`config.mk`:
```
export PLATFORM = sky130hd
export DESIGN_NAME = serial_subtractor
export DESIGN_NICKNAME = d
export VERILOG_FILES = /design/src/rtl/serial_subtractor.sv
export SDC_FILE = /design/constraint.sdc
export NUM_CORES = 1
export LEC_CHECK = 0
export CELL_PAD_IN_SITES_DETAIL_PLACEMENT = 0
export CELL_PAD_IN_SITES_GLOBAL_PLACEMENT = 1
export CORE_MARGIN = 4
export CORE_UTILIZATION = 38
export DETAILED_ROUTE_END_ITERATION = 8
export PLACE_DENSITY = 0.74
export SYNTH_ARGS = -nofsm -noshare
export SYNTH_HDL_FRONTEND = slang
export SYNTH_SLANG_ARGS = --single-unit
```
`constraint.sdc`:
```
create_clock -name clk -period 1.6 [get_ports clk]
set_clock_uncertainty 0.05 [all_clocks]
set_input_delay 0.16 -clock clk [delete_from_list [all_inputs] [get_ports clk]]
set_output_delay 0.16 -clock clk [all_outputs]
set_load 0.005 [all_outputs]
```
`src/rtl/serial_subtractor.sv`:
```
`default_nettype none
// ============================================================================
// Module   : serial_subtractor
// Purpose  : Bit-serial WIDTH-bit subtractor, D = X - Y - Bin, LSB first,
//            with a start/busy/done handshake.
//            Optional signed-overflow output: define SERIAL_SUB_OVF_EN.
// Revision : 1.0 - initial release
// ============================================================================
module serial_subtractor #(
    parameter int WIDTH = 4
) (
    input  logic             clk,
    input  logic             rst,
    input  logic             start,
    input  logic [WIDTH-1:0] X,
    input  logic [WIDTH-1:0] Y,
    input  logic             Bin,
    output logic             busy,
    output logic             done,
    output logic [WIDTH-1:0] D,
    output logic             Bout
`ifdef SERIAL_SUB_OVF_EN
    ,
    output logic             ovf
`endif
);

    localparam int              c_CNT_W = $clog2(WIDTH) + 1;
    localparam logic [0:0]      c_IDLE  = 1'b0;
    localparam logic [0:0]      c_SHIFT = 1'b1;
    localparam logic [c_CNT_W-1:0] c_LAST = c_CNT_W'(WIDTH - 1);

    logic [0:0]         r_state;
    logic [0:0]         w_next_state;
    logic [WIDTH-1:0]   r_x;
    logic [WIDTH-1:0]   r_y;
    logic [WIDTH-1:0]   r_res;
    logic [WIDTH-1:0]   r_d;
    logic [c_CNT_W-1:0] r_count;
    logic               r_borrow;
    logic               r_bout;
    logic               r_done;
    logic               w_last;
    logic               w_dbit;
    logic               w_bnext;
    logic [WIDTH-1:0]   w_res_next;
`ifdef SERIAL_SUB_OVF_EN
    logic               r_x_msb;
    logic               r_y_msb;
    logic               r_ovf;
`endif

    // Single full-subtractor cell working on the current LSBs.
    always_comb begin
        w_dbit     = r_x[0] ^ r_y[0] ^ r_borrow;
        w_bnext    = (~r_x[0] & r_y[0]) | (~(r_x[0] ^ r_y[0]) & r_borrow);
        w_res_next = {w_dbit, r_res[WIDTH-1:1]};
        w_last     = (r_state == c_SHIFT) && (r_count == c_LAST);
    end

    // State and datapath registers.
    always_ff @(posedge clk) begin
        if (rst) begin
            r_state  <= c_IDLE;
            r_x      <= '0;
            r_y      <= '0;
            r_res    <= '0;
            r_d      <= '0;
            r_count  <= '0;
            r_borrow <= 1'b0;
            r_bout   <= 1'b0;
            r_done   <= 1'b0;
`ifdef SERIAL_SUB_OVF_EN
            r_x_msb  <= 1'b0;
            r_y_msb  <= 1'b0;
            r_ovf    <= 1'b0;
`endif
        end else begin
            r_state <= w_next_state;
            r_done  <= 1'b0;
            case (r_state)
                c_IDLE: begin
                    if (start) begin
                        r_x      <= X;
                        r_y      <= Y;
                        r_borrow <= Bin;
                        r_count  <= '0;
`ifdef SERIAL_SUB_OVF_EN
                        r_x_msb  <= X[WIDTH-1];
                        r_y_msb  <= Y[WIDTH-1];
`endif
                    end
                end
                c_SHIFT: begin
                    r_x      <= r_x >> 1;
                    r_y      <= r_y >> 1;
                    r_borrow <= w_bnext;
                    r_res    <= w_res_next;
                    r_count  <= r_count + 1'b1;
                    // Results are published only on the final bit so D/Bout stay stable while busy.
                    if (w_last) begin
                        r_d    <= w_res_next;
                        r_bout <= w_bnext;
                        r_done <= 1'b1;
`ifdef SERIAL_SUB_OVF_EN
                        r_ovf  <= (r_x_msb != r_y_msb) && (w_dbit != r_x_msb);
`endif
                    end
                end
                default: ;
            endcase
        end
    end

    // Next-state logic.
    always_comb begin
        w_next_state = r_state;
        case (r_state)
            c_IDLE:  if (start)  w_next_state = c_SHIFT;
            c_SHIFT: if (w_last) w_next_state = c_IDLE;
            default: w_next_state = c_IDLE;
        endcase
    end

    // Outputs.
    always_comb begin
        busy = (r_state == c_SHIFT);
        done = r_done;
        D    = r_d;
        Bout = r_bout;
`ifdef SERIAL_SUB_OVF_EN
        ovf  = r_ovf;
`endif
    end

endmodule
`default_nettype wire

```
# ---- Yosys cells after proc, flatten, opt, wreduce, memory -nomap -nowiden
# Index checks and enable logic that the tools add are counted.
dict set report word_totals {
  regBits 23
  out_inout_bits 7
  elab_cells 35
}
dict set report classes {
  n_addsub 1
  n_eq_ne 2
  n_mux 12
  n_bitwise 8
  reduce_logical 3
}
# operator n
set op_table {}
lappend op_table {{4-bit case mux with 2 select lines} 2}
lappend op_table {{4-bit two-way mux} 2}
lappend op_table {{3-bit case mux with 2 select lines} 1}
lappend op_table {{1-bit two-way mux} 4}
lappend op_table {{1-bit case mux with 2 select lines} 2}
lappend op_table {{3-bit by 1-bit adder with 3-bit output, second input constant} 1}
lappend op_table {{3-bit by 2-bit == test with 1-bit output, second input constant} 1}
lappend op_table {{3-bit two-way mux} 1}
lappend op_table {{1-bit inverter} 3}
lappend op_table {{1-bit bitwise AND} 2}
lappend op_table {{2-bit != test, second input constant} 1}
lappend op_table {{2-bit AND reduction} 1}
lappend op_table {{2-bit OR reduction} 1}
lappend op_table {{1-bit XOR} 2}
lappend op_table {{1-bit logical AND} 1}
lappend op_table {{1-bit OR} 1}

# ---- Longest topological paths before layout
# Gate-level depths: netlist of run 1.
dict set report depth {
  depth_word 5
  ltp_mapped 5
  mapped_depth_nobuf 4
}

# ---- Worst setup path before layout of run 1
# OpenSTA, ideal clock, no wires.
dict set report synth_path {
  path_kind {register to register}
  start {register r_count[0]}
  end {register r_d[0], in the netlist D[0]}
  t_arrival_ns 1.153
  required_time_ns 1.479
  slack_ns 0.327
  stages_incl_launch_ff 6
  path_buffers 1
  period_less_slack_ns 1.273
  path_cell_list {dfxtp_1 -> ha_1 -> ha_1 -> buf_2 -> a21bo_2 -> a21oi_1}
}
dict set report synth_between {
  elab_chain_cells 3
}
# item line_no
set synth_rtl {}
lappend synth_rtl {{start, declared} 39} ;# logic [c_CNT_W-1:0] r_count;
lappend synth_rtl {{start signal, assigned} 99} ;# r_count <= r_count + 1'b1;
lappend synth_rtl {{3-bit by 2-bit == test with 1-bit output} 58} ;# w_last = (r_state == c_SHIFT) && (r_count == c_LAST);
lappend synth_rtl {{1-bit logical AND} 58}
lappend synth_rtl {{2-bit AND reduction (no source line)} --}
lappend synth_rtl {{end signal, assigned} 102} ;# r_d <= w_res_next;
lappend synth_rtl {{end, declared} 38} ;# logic [WIDTH-1:0] r_d;
# Every way passes these cells.
# A chain may end at the register's enable or synchronous reset.

# ---- Worst setup path in the final report of run 1
dict set report layout_path {
  start {register r_state, in the netlist busy}
  end {output busy}
}
# item line_no
set layout_lines {}
lappend layout_lines {{start, declared} 33} ;# logic [0:0] r_state;
lappend layout_lines {{start signal, assigned} 64} ;# r_state <= c_IDLE;
lappend layout_lines {{start signal, assigned} 79} ;# r_state <= w_next_state;
lappend layout_lines {{end, declared} 18} ;# output logic busy,
# No word-level cell between the ends.

==> metrics.cfg, run 1 <==
[synthesis]
seq_area_frac_synth_pct = 46.2
synth-xor-area-share_pct = 0
synth_top_area_cell = dfxtp_1
synth_top_family_by_area = compound AO/OA/AOI/OAI gates
synthDominantCellAreaShare_pct = 46.2
synth_area_um2 = 953
synth_fa_ha_area_share_pct = 4.72
muxShareOfSynthArea_pct = 12.6
synth-compound-area-share_pct = 16.1
syn-num-nets = 109
yosysWarnings = 0
ys.flop_type = dfxtp_1
avgSynthCellArea_um2 = 10.1
synth_most_common_cell = dfxtp_1
async_reset_ff_share_pct = 0
ys_seq_elements = 22
netlist-cell-type-count = 21
syn_inst = 94
synth-simple-area-share_pct = 13.9
synth_common_cells = 22 x dfxtp_1, 12 x mux2i_1, 9 x a21oi_1
synth_edf_count = 0
netlist_top_cells_area = dfxtp_1 46%, mux2i_1 13%, a211oi_1 5.5%

[pwr]
switchingPower_uw = 247
p_int_uw = 792
clockPowerShare_pct = 29.4
power_density_nw_per_um2 = 862
p_leak_nw = 0.473
pwr-share-comb_pct = 13.5
seqPwrFrac_pct = 57.1
switching_share_pct = 23.8
ir_drop_mv = 0.403

[worst_setup_path]
crit_required_ns = 1.39
critPathSlowestCell = clkdlybuf4s50_1
arrival_ns = 1.25
cp_cell_sequence = clkdlybuf4s50_1
slowest_delay_ns = 0.52
critPathMaxFanout = 9
crit_buf_inv = 1
start_kind = flip-flop
cp_top_family = buffers and inverters
end_kind = output pin
criticalPathCategory = flip-flop to output pin

[detailed_routing]
ant_nets = 0
initialDrtViolationCount = 13
wl_per_cell_um = 12.5
route.detailed.drc = 0
first_pass_iters = 4
viasPerCell = 5.01
num_vias = 717
wl_mm = 1.79

[cts]
ctsResizeCount = 0
cts_buffer_depth = 2
tritoncts = done
cts_setup_buffers = 0
h-tree-depth = 1
cts-root-buf = clkbuf_4
clk-insertion-delay-late_ns = 0.30
clock_sinks = 22
hold_buffers = 0
cts_made_buffers = 3
clk_pin_slew_ns = 0.12

[timing]
finalHoldViolCount = 0
finalSetupTns_ns = 0
report.final.slew_viol_count = 0
finalCritPeriodShare_pct = 91.0
tightest_slew_ns = 0.447
grt_setup_unrepaired = false
setup_viol_count_final = 0
fmax_ghz = 0.687
relSlewSlack_pct = 70.2
period_minus_slack_ns = 1.46

[layout]
stdcell_count = 143
regArea_um2 = 442
multi_input_area_um2 = 452
nFillCells = 232
antenna-diode-count = 0
nets = 131
synthToLayoutAreaGrowth_pct = 26.4
drive_above_1_share_pct = 13.0

[grt]
grt_overflow_total = 0
track_usage_pct = 11.8
grt_pass1_wl_mm = 3.15
grt_pass1_vias = 699
antenna_found_initial = 0
grt_max_degree = 16

[placed_design]
place.gp.congestion = 0.673
placedCellCount = 139
port_buffers = 18

[die]
fp.coreArea_um2 = 2300
die_w_um = 58.1
rows = 17
die_h_um = 58.1
start_util_pct = 41.5
pin_count = 19
die_area_um2 = 3370

[status]
status = complete, no violations

[worst_hold_path]
hold_path.class = input pin to flip-flop

[run]
maxCapViolations = 0

sequential cells by signal, indices dropped and copies added (netlist names):
name,count
r_res,3
r_borrow,1
done,1
busy,1
r_count,3
r_y,4
D,4
Bout,1
r_x,4
worst paths after layout:
| kind | startpoint | to | slack [ns] | cells after the start |
|---|---|---|---|---|
| min | X[3] | r_x[3] | 0.42 | 3 |
| max reg2reg | r_count[0] | Bout | 0.15 | 4 |
| min reg2reg | r_res[1] | D[0] | 0.43 | 2 |
| max | busy | busy | 0.14 | 1 |
layer usage:
layer	vias up	part of all wire, %	global-route usage (%)
met5	-	0	0
met4	0	0.95	4.97
met3	2	4.3	2.67
met2	12	44	18.5
met1	332	50	15.4
li1	371	-	-
cells in the final DEF, fill, tap and decap left out, drive strengths merged, types with 4 or more instances in the layout:
cell | Yosys | final
nor2 | 5 | 5
buf | 7 | 6
inv | 4 | 4
a21bo | 4 | 4
clkbuf | 0 | 4
nor2b | 6 | 6
nand3 | 4 | 4
mux2i | 12 | 12
a211oi | 7 | 7
dfxtp | 22 | 22
clkdlybuf4s50 | 0 | 18
a21oi | 9 | 9
cell families (layout without fill, tap and decap cells):
family / count (synthesis) / in the layout
and+or+nand+nor: 24 / 24
DFF: 22 / 22
AOI/OAI and AO/OA: 22 / 22
muxes: 12 / 12
adders and majority gates: 3 / 3
buffers and inverters: 11 / 32
power groups by stage:
stage               clock (mW)  combinational [mW]  sequential (mW)
floorplan                    0              0.0929            0.599
global placement             0               0.140            0.604
detailed placement           0               0.142            0.605
CTS                      0.316               0.142            0.593
global route             0.348               0.156            0.598
finish                   0.305               0.141            0.593
metrics by stage:
stage / instance area (µm²) / setup WS [ns] / hold slack, ns / util [%] / total power [mW]
CTS: 1200 / 0.0230 / 0.413 / 52.4 / 1.05
detailed placement: 1170 / 0.182 / 0.406 / 50.8 / 0.746
global route: 1200 / 0.0284 / 0.419 / 52.5 / 1.10
finish: 1200 / 0.144 / 0.419 / 52.5 / 1.04
floorplan: 953 / 0.327 / 0.188 / - / 0.692
global placement: 1170 / 0.235 / 0.407 / 50.8 / 0.744
cell type report:
class	count	share of cell area [%]
Sequential cell	22	36.7
Tap cell	28	2.91
Timing Repair Buffer	24	18.7
Multi-Input combinational cell	61	37.5
Inverter	4	1.25
Clock buffer	4	3.01
(Power assumes the default switching activity.)
==> run 2, diff against run 1 <==
- CORE_MARGIN: 4 -> 3
==> metrics.cfg, run 2 (synthesized netlist as in run 1, its figures left out) <==
[worst_setup_path]
critPathSlowestCell = clkdlybuf4s50_1
slowest_delay_ns = 0.52  ; about the same
cp_cell_sequence = clkdlybuf4s50_1
arrival_ns = 1.24  ; about the same
crit_required_ns = 1.39  ; about the same
critPathMaxFanout = 6  ; -3
crit_buf_inv = 1  ; unchanged
cp_top_family = buffers and inverters
criticalPathCategory = flip-flop to output pin
start_kind = flip-flop
end_kind = output pin

[cts]
clk-insertion-delay-late_ns = 0.31  ; about the same
clk_pin_slew_ns = 0.13  ; about the same
tritoncts = done
cts_buffer_depth = 2  ; unchanged
cts_made_buffers = 3  ; unchanged
clock_sinks = 22  ; unchanged
cts-root-buf = clkbuf_4
h-tree-depth = 1  ; unchanged

[timing]
setup_viol_count_final = 0  ; unchanged
grt_setup_unrepaired = false
finalSetupTns_ns = 0  ; unchanged
relSlewSlack_pct = 66.1  ; -4.1 points
period_minus_slack_ns = 1.45  ; -0.0101 ns
fmax_ghz = 0.691  ; +0.70%
finalCritPeriodShare_pct = 90.4  ; -0.63 points
holdWs_ns = 0.417  ; -0.00235 ns
report.final.slew_viol_count = 0  ; unchanged
tightest_slew_ns = 0.507  ; +0.0604 ns
finalHoldViolCount = 0  ; unchanged

[die]
die_h_um = 56.1  ; -3.4%
start_util_pct = 41.5  ; unchanged
fp.coreArea_um2 = 2300  ; unchanged
rows = 17  ; unchanged
die_area_um2 = 3150  ; -6.8%
pin_count = 19  ; unchanged
die_w_um = 56.1  ; -3.4%

[grt]
grt_pass1_vias = 667  ; -4.6%
grt_max_degree = 29  ; +13
track_usage_pct = 11.8  ; about the same
grt_pass1_wl_mm = 3.02  ; -3.9%
antenna_found_initial = 0  ; unchanged
grt_overflow_total = 0  ; unchanged

[pwr]
ir_drop_mv = 0.435  ; +7.9%
power_density_nw_per_um2 = 867  ; +0.62%
p_leak_nw = 0.472  ; -0.23%

[detailed_routing]
wl_mm = 1.72  ; -4.2%
wl_per_cell_um = 12.1  ; -3.6%
viasPerCell = 5.01  ; about the same
route.detailed.drc = 0  ; unchanged
num_vias = 712  ; -0.70%
initialDrtViolationCount = 7  ; -6
ant_nets = 0  ; unchanged
first_pass_iters = 4  ; unchanged

[layout]
layout_common_cells = 21 x dfxtp_1, 18 x clkdlybuf4s50_1, 12 x mux2i_1, 9 x a21oi_1, 7 x a211oi_1
layout_commonest_cell = dfxtp_1
synthToLayoutAreaGrowth_pct = 26.9
fin_util_pct = 52.7  ; +0.22 points
nFillCells = 239  ; +3.0%
drive_above_1_share_pct = 12.3  ; -0.76 points
nets = 130  ; -0.76%
antenna-diode-count = 0  ; unchanged

[placed_design]
post-dp-hpwl_mm = 1.24
place.gp.congestion = 0.689  ; +2.3%
port_buffers = 18  ; unchanged

[run]
maxCapViolations = 0  ; unchanged

[worst_hold_path]
hold_path.class = input pin to flip-flop

[status]
status = complete, no violations

-- run 2: cell count changes in the layout (fill, tap and decap cells not counted), sizes merged --
cell,change
buf,-1
-- run 2: layout make-up --
type                            instances  area (µm²)  area share, %
Sequential cell                        22         442           36.5
Clock buffer                            4        36.3           3.00
Tap cell                               28        35.0           2.90
Timing Repair Buffer                   23         230           19.0
Inverter                                4        15.0           1.24
Multi-Input combinational cell         61         452           37.3
-- run 2: metrics by stage --
step                setup slack (ns)  cells  total power [mW]  area (µm²)
global placement               0.204    138             0.748        1170
detailed placement             0.183    138             0.751        1170
finish                         0.154    142              1.05        1210
floorplan                      0.327     94             0.692         953
global route                  0.0646    142              1.10        1210
CTS                           0.0363    142              1.06        1210
-- run 2: report_power, final --
| part | switching, mW | total, mW | internal (mW) |
|---|---|---|---|
| logic | 0.0642 | 0.145 | 0.0811 |
| clock network | 0.173 | 0.312 | 0.139 |
| registers | 0.0172 | 0.592 | 0.575 |
| total | 0.255 | 1.05 | 0.795 |
-- run 2: worst paths after layout --
check	startpoint	to	slack [ns]	cells past startpoint
hold / removal	X[3]	r_x[3]	0.42	3
hold reg to reg	r_res[1]	D[0]	0.43	2
setup / recovery	busy	busy	0.15	1
setup reg to reg	r_count[0]	Bout	0.19	4
-- run 2: tightest hold or removal path, stage by stage --
cell and delay, ns:
clkdlybuf4s50_1 0.40, mux2i_1 0.13, nor3_1 0.05
-- run 2: what timing repair did --
action | in CTS | in global routing
gates resized for setup | 0 | 1
hold buffers | 0 | 0
setup buffers | 0 | 0
setup endpoints to repair | 0 | 1
-- run 2: metal layers --
metal	vias up	GRT usage, %	wire length [µm]
met5	-	0	0
met2	12	17.4	719
met4	0	5.08	16
li1	367	-	-
met3	2	2.09	80
met1	331	16.7	899
==> run 3, diff against run 2 <==
- ABC_AREA: unset -> 1
- CORE_UTILIZATION: 38 -> 36
- HOLD_SLACK_MARGIN: unset -> 0.06
==> metrics.cfg, run 3 <==
[status]
status = complete, no violations

[die]
rows = 17  ; unchanged
start_util_pct = 40.2  ; -1.3 points
die_w_um = 57.4  ; +2.3%
die_area_um2 = 3290  ; +4.6%
fp.coreArea_um2 = 2360  ; +2.8%
pin_count = 19  ; unchanged
die_h_um = 57.4  ; +2.3%

[worst_setup_path]
critPathSlowestCell = clkdlybuf4s50_1
slowest_delay_ns = 0.50  ; -0.02 ns
crit_required_ns = 1.39  ; about the same
end_kind = output pin
crit_buf_inv = 1  ; unchanged
worst-r2r-cell-count = 4  ; unchanged
r2r_start = r_count[0]
arrival_ns = 1.16  ; -0.08 ns
timing.rr.end = r_count[2]
r2r_setup_slack_ns = 0.35  ; +0.16 ns
cp_top_family = buffers and inverters
criticalPathCategory = flip-flop to output pin
cp_cell_sequence = clkdlybuf4s50_1
critPathMaxFanout = 2  ; -4
start_kind = flip-flop

[synthesis]
synth-simple-area-share_pct = 28.3  ; +14 points
synth_common_cells = 29 x nand2_1, 22 x dfxtp_1, 20 x nand3_1
async_reset_ff_share_pct = 0  ; unchanged
ys_seq_elements = 22  ; unchanged
syn-num-nets = 136  ; +25%
syn_inst = 121  ; +29%
synth_area_um2 = 950  ; -0.39%
synthDominantCellAreaShare_pct = 46.4  ; +0.18 points
synth-compound-area-share_pct = 8.30  ; -7.8 points
netlist-cell-type-count = 18  ; -14%
netlist_top_cells_area = dfxtp_1 46%, nand2_1 11%, nand3_1 11%
avgSynthCellArea_um2 = 7.85  ; -23%
ys.flop_type = dfxtp_1
synth-xor-area-share_pct = 0  ; unchanged
synth_top_area_cell = dfxtp_1
yosysWarnings = 0  ; unchanged
synth_edf_count = 0  ; unchanged
synth_fa_ha_area_share_pct = 4.74  ; +0.019 points
seq_area_frac_synth_pct = 46.4  ; +0.18 points
synth_top_family_by_area = simple AND/OR/NAND/NOR gates
muxShareOfSynthArea_pct = 0  ; -13 points
synth_most_common_cell = nand2_1

[placed_design]
port_buffers = 18  ; unchanged
post-dp-hpwl_mm = 1.28  ; +3.6%
place.gp.congestion = 0.652  ; -5.4%

[pwr]
pwr-share-comb_pct = 13.0  ; -0.8 points
switchingPower_uw = 254  ; -0.15%
clockPowerShare_pct = 30.1  ; +0.4 points
switching_share_pct = 24.8  ; +0.49 points
seqPwrFrac_pct = 56.9  ; +0.5 points
ir_drop_mv = 0.771  ; +77%
p_int_uw = 773  ; -2.8%
power_density_nw_per_um2 = 874  ; +0.77%
p_leak_nw = 0.537  ; +14%

[worst_hold_path]
hold_path.class = input pin to flip-flop
hold-path-endpoint = r_x[3]
hold_depth = 3  ; unchanged
hold_start = X[3]

[cts]
ctsResizeCount = 0  ; unchanged
clk-insertion-delay-late_ns = 0.31  ; about the same
h-tree-depth = 1  ; unchanged
cts_setup_buffers = 0  ; unchanged
tritoncts = done
cts-root-buf = clkbuf_4
clock_sinks = 22  ; unchanged
hold_buffers = 0  ; unchanged
cts_buffer_depth = 2  ; unchanged
clk_pin_slew_ns = 0.12  ; about the same
cts_made_buffers = 3  ; unchanged

[layout]
synthToLayoutAreaGrowth_pct = 23.7
layout_common_cells = 29 x nand2_1, 22 x dfxtp_1, 20 x nand3_1, 18 x clkdlybuf4s50_1, 16 x inv_1
antenna-diode-count = 0  ; unchanged
layout_commonest_cell = nand2_1
nets = 157  ; +21%
drive_above_1_share_pct = 9.93  ; -2.4 points

[run]
maxCapViolations = 0  ; unchanged

[timing]
holdWs_ns = 0.336  ; -0.0807 ns
fmax_ghz = 0.728  ; +5.3%
report.final.slew_viol_count = 0  ; unchanged
relSlewSlack_pct = 70.3  ; +4.2 points
finalCritPeriodShare_pct = 85.8  ; -4.6 points
setup_viol_count_final = 0  ; unchanged
grt_setup_unrepaired = false
finalSetupTns_ns = 0  ; unchanged
finalHoldViolCount = 0  ; unchanged
tightest_slew_ns = 0.444  ; -0.0629 ns
period_minus_slack_ns = 1.37  ; -0.0729 ns

[grt]
track_usage_pct = 11.7  ; -0.079 points
grt_pass1_wl_mm = 3.00  ; -0.69%
grt_pass1_vias = 690  ; +3.4%
grt_overflow_total = 0  ; unchanged
grt_max_degree = 20  ; -31%
antenna_found_initial = 0  ; unchanged

[detailed_routing]
route.detailed.drc = 0  ; unchanged
ant_nets = 0  ; unchanged
wl_per_cell_um = 10.5  ; -13%
num_vias = 783  ; +10%
first_pass_iters = 4  ; unchanged
wl_mm = 1.78  ; +3.9%
viasPerCell = 4.63  ; -7.6%
initialDrtViolationCount = 15  ; +8

## run 3: changes by cell type after synthesis, sizes merged, moves of 2 or more
cell    previous run  this run
nor3               2         0
nand2              2        32
o21ai              0         7
nand2b             2         0
buf                7         5
a211oi             7         0
or3b               3         0
nand3              4        20
inv                4        18
a21bo              4         0
nor2b              6         0
mux2i             12         0
## run 3: per-layer routing
metal / global-route usage (%) / vias up / wire length [µm]
met1: 14.4 / 342 / 907
met4: 3.97 / 0 / 29
met2: 18.4 / 14 / 765
met3: 4.75 / 5 / 79
met5: 0 / - / 0
li1: - / 422 / -
## run 3: area by class of cell
cell class	count	area [µm²]
Sequential cell	22	440
Tap cell	28	35.0
Fill cell	244	1190
Clock buffer	4	36.3
Inverter	18	67.6
Multi-Input combinational cell	76	393
Timing Repair Buffer	21	203
## run 3: cells by family after synthesis
| logic type | Yosys count |
|---|---|
| and+or+nand+nor | 58 |
| DFF | 22 |
| AOI/OAI and AO/OA | 15 |
| buffers and inverters | 23 |
| adders and majority gates | 3 |
## run 3: worst max-delay path by stage
| stage | from | to | cells after the start |
|---|---|---|---|
| after CTS | D[1] | D[1] | 1 |
| after detailed placement | start | r_count[2] | 4 |
| final | D[1] | D[1] | 1 |
| after floorplan | r_count[0] | r_count[2] | 4 |
| after global placement | start | r_y[0] | 6 |
| after global routing | busy | busy | 1 |
## run 3: tightest hold or removal path: stages
cell and delay, ns:
clkdlybuf4s50_1 0.39, nand2_1 0.06, a21oi_1 0.05
## run 3: per-stage QoR
stage,worst slack (ns),power (mW),std cells,utilization (%),instance area [µm²]
3_3_place_gp,0.186,0.731,165,48.2,1140
6_report,0.227,1.03,169,49.8,1170
2_1_floorplan,0.419,0.687,121,-,950
5_1_grt,0.164,1.08,169,49.8,1170
3_5_place_dp,0.149,0.732,165,48.2,1140
4_1_cts,0.208,1.05,169,49.8,1170
## run 3: power by group through the flow
stage | combinational (mW) | sequential [mW] | clock, mW
finish | 0.133 | 0.585 | 0.309
global placement | 0.134 | 0.597 | 0
CTS | 0.135 | 0.585 | 0.325
detailed placement | 0.135 | 0.597 | 0
global route | 0.151 | 0.588 | 0.341
floorplan | 0.0921 | 0.595 | 0
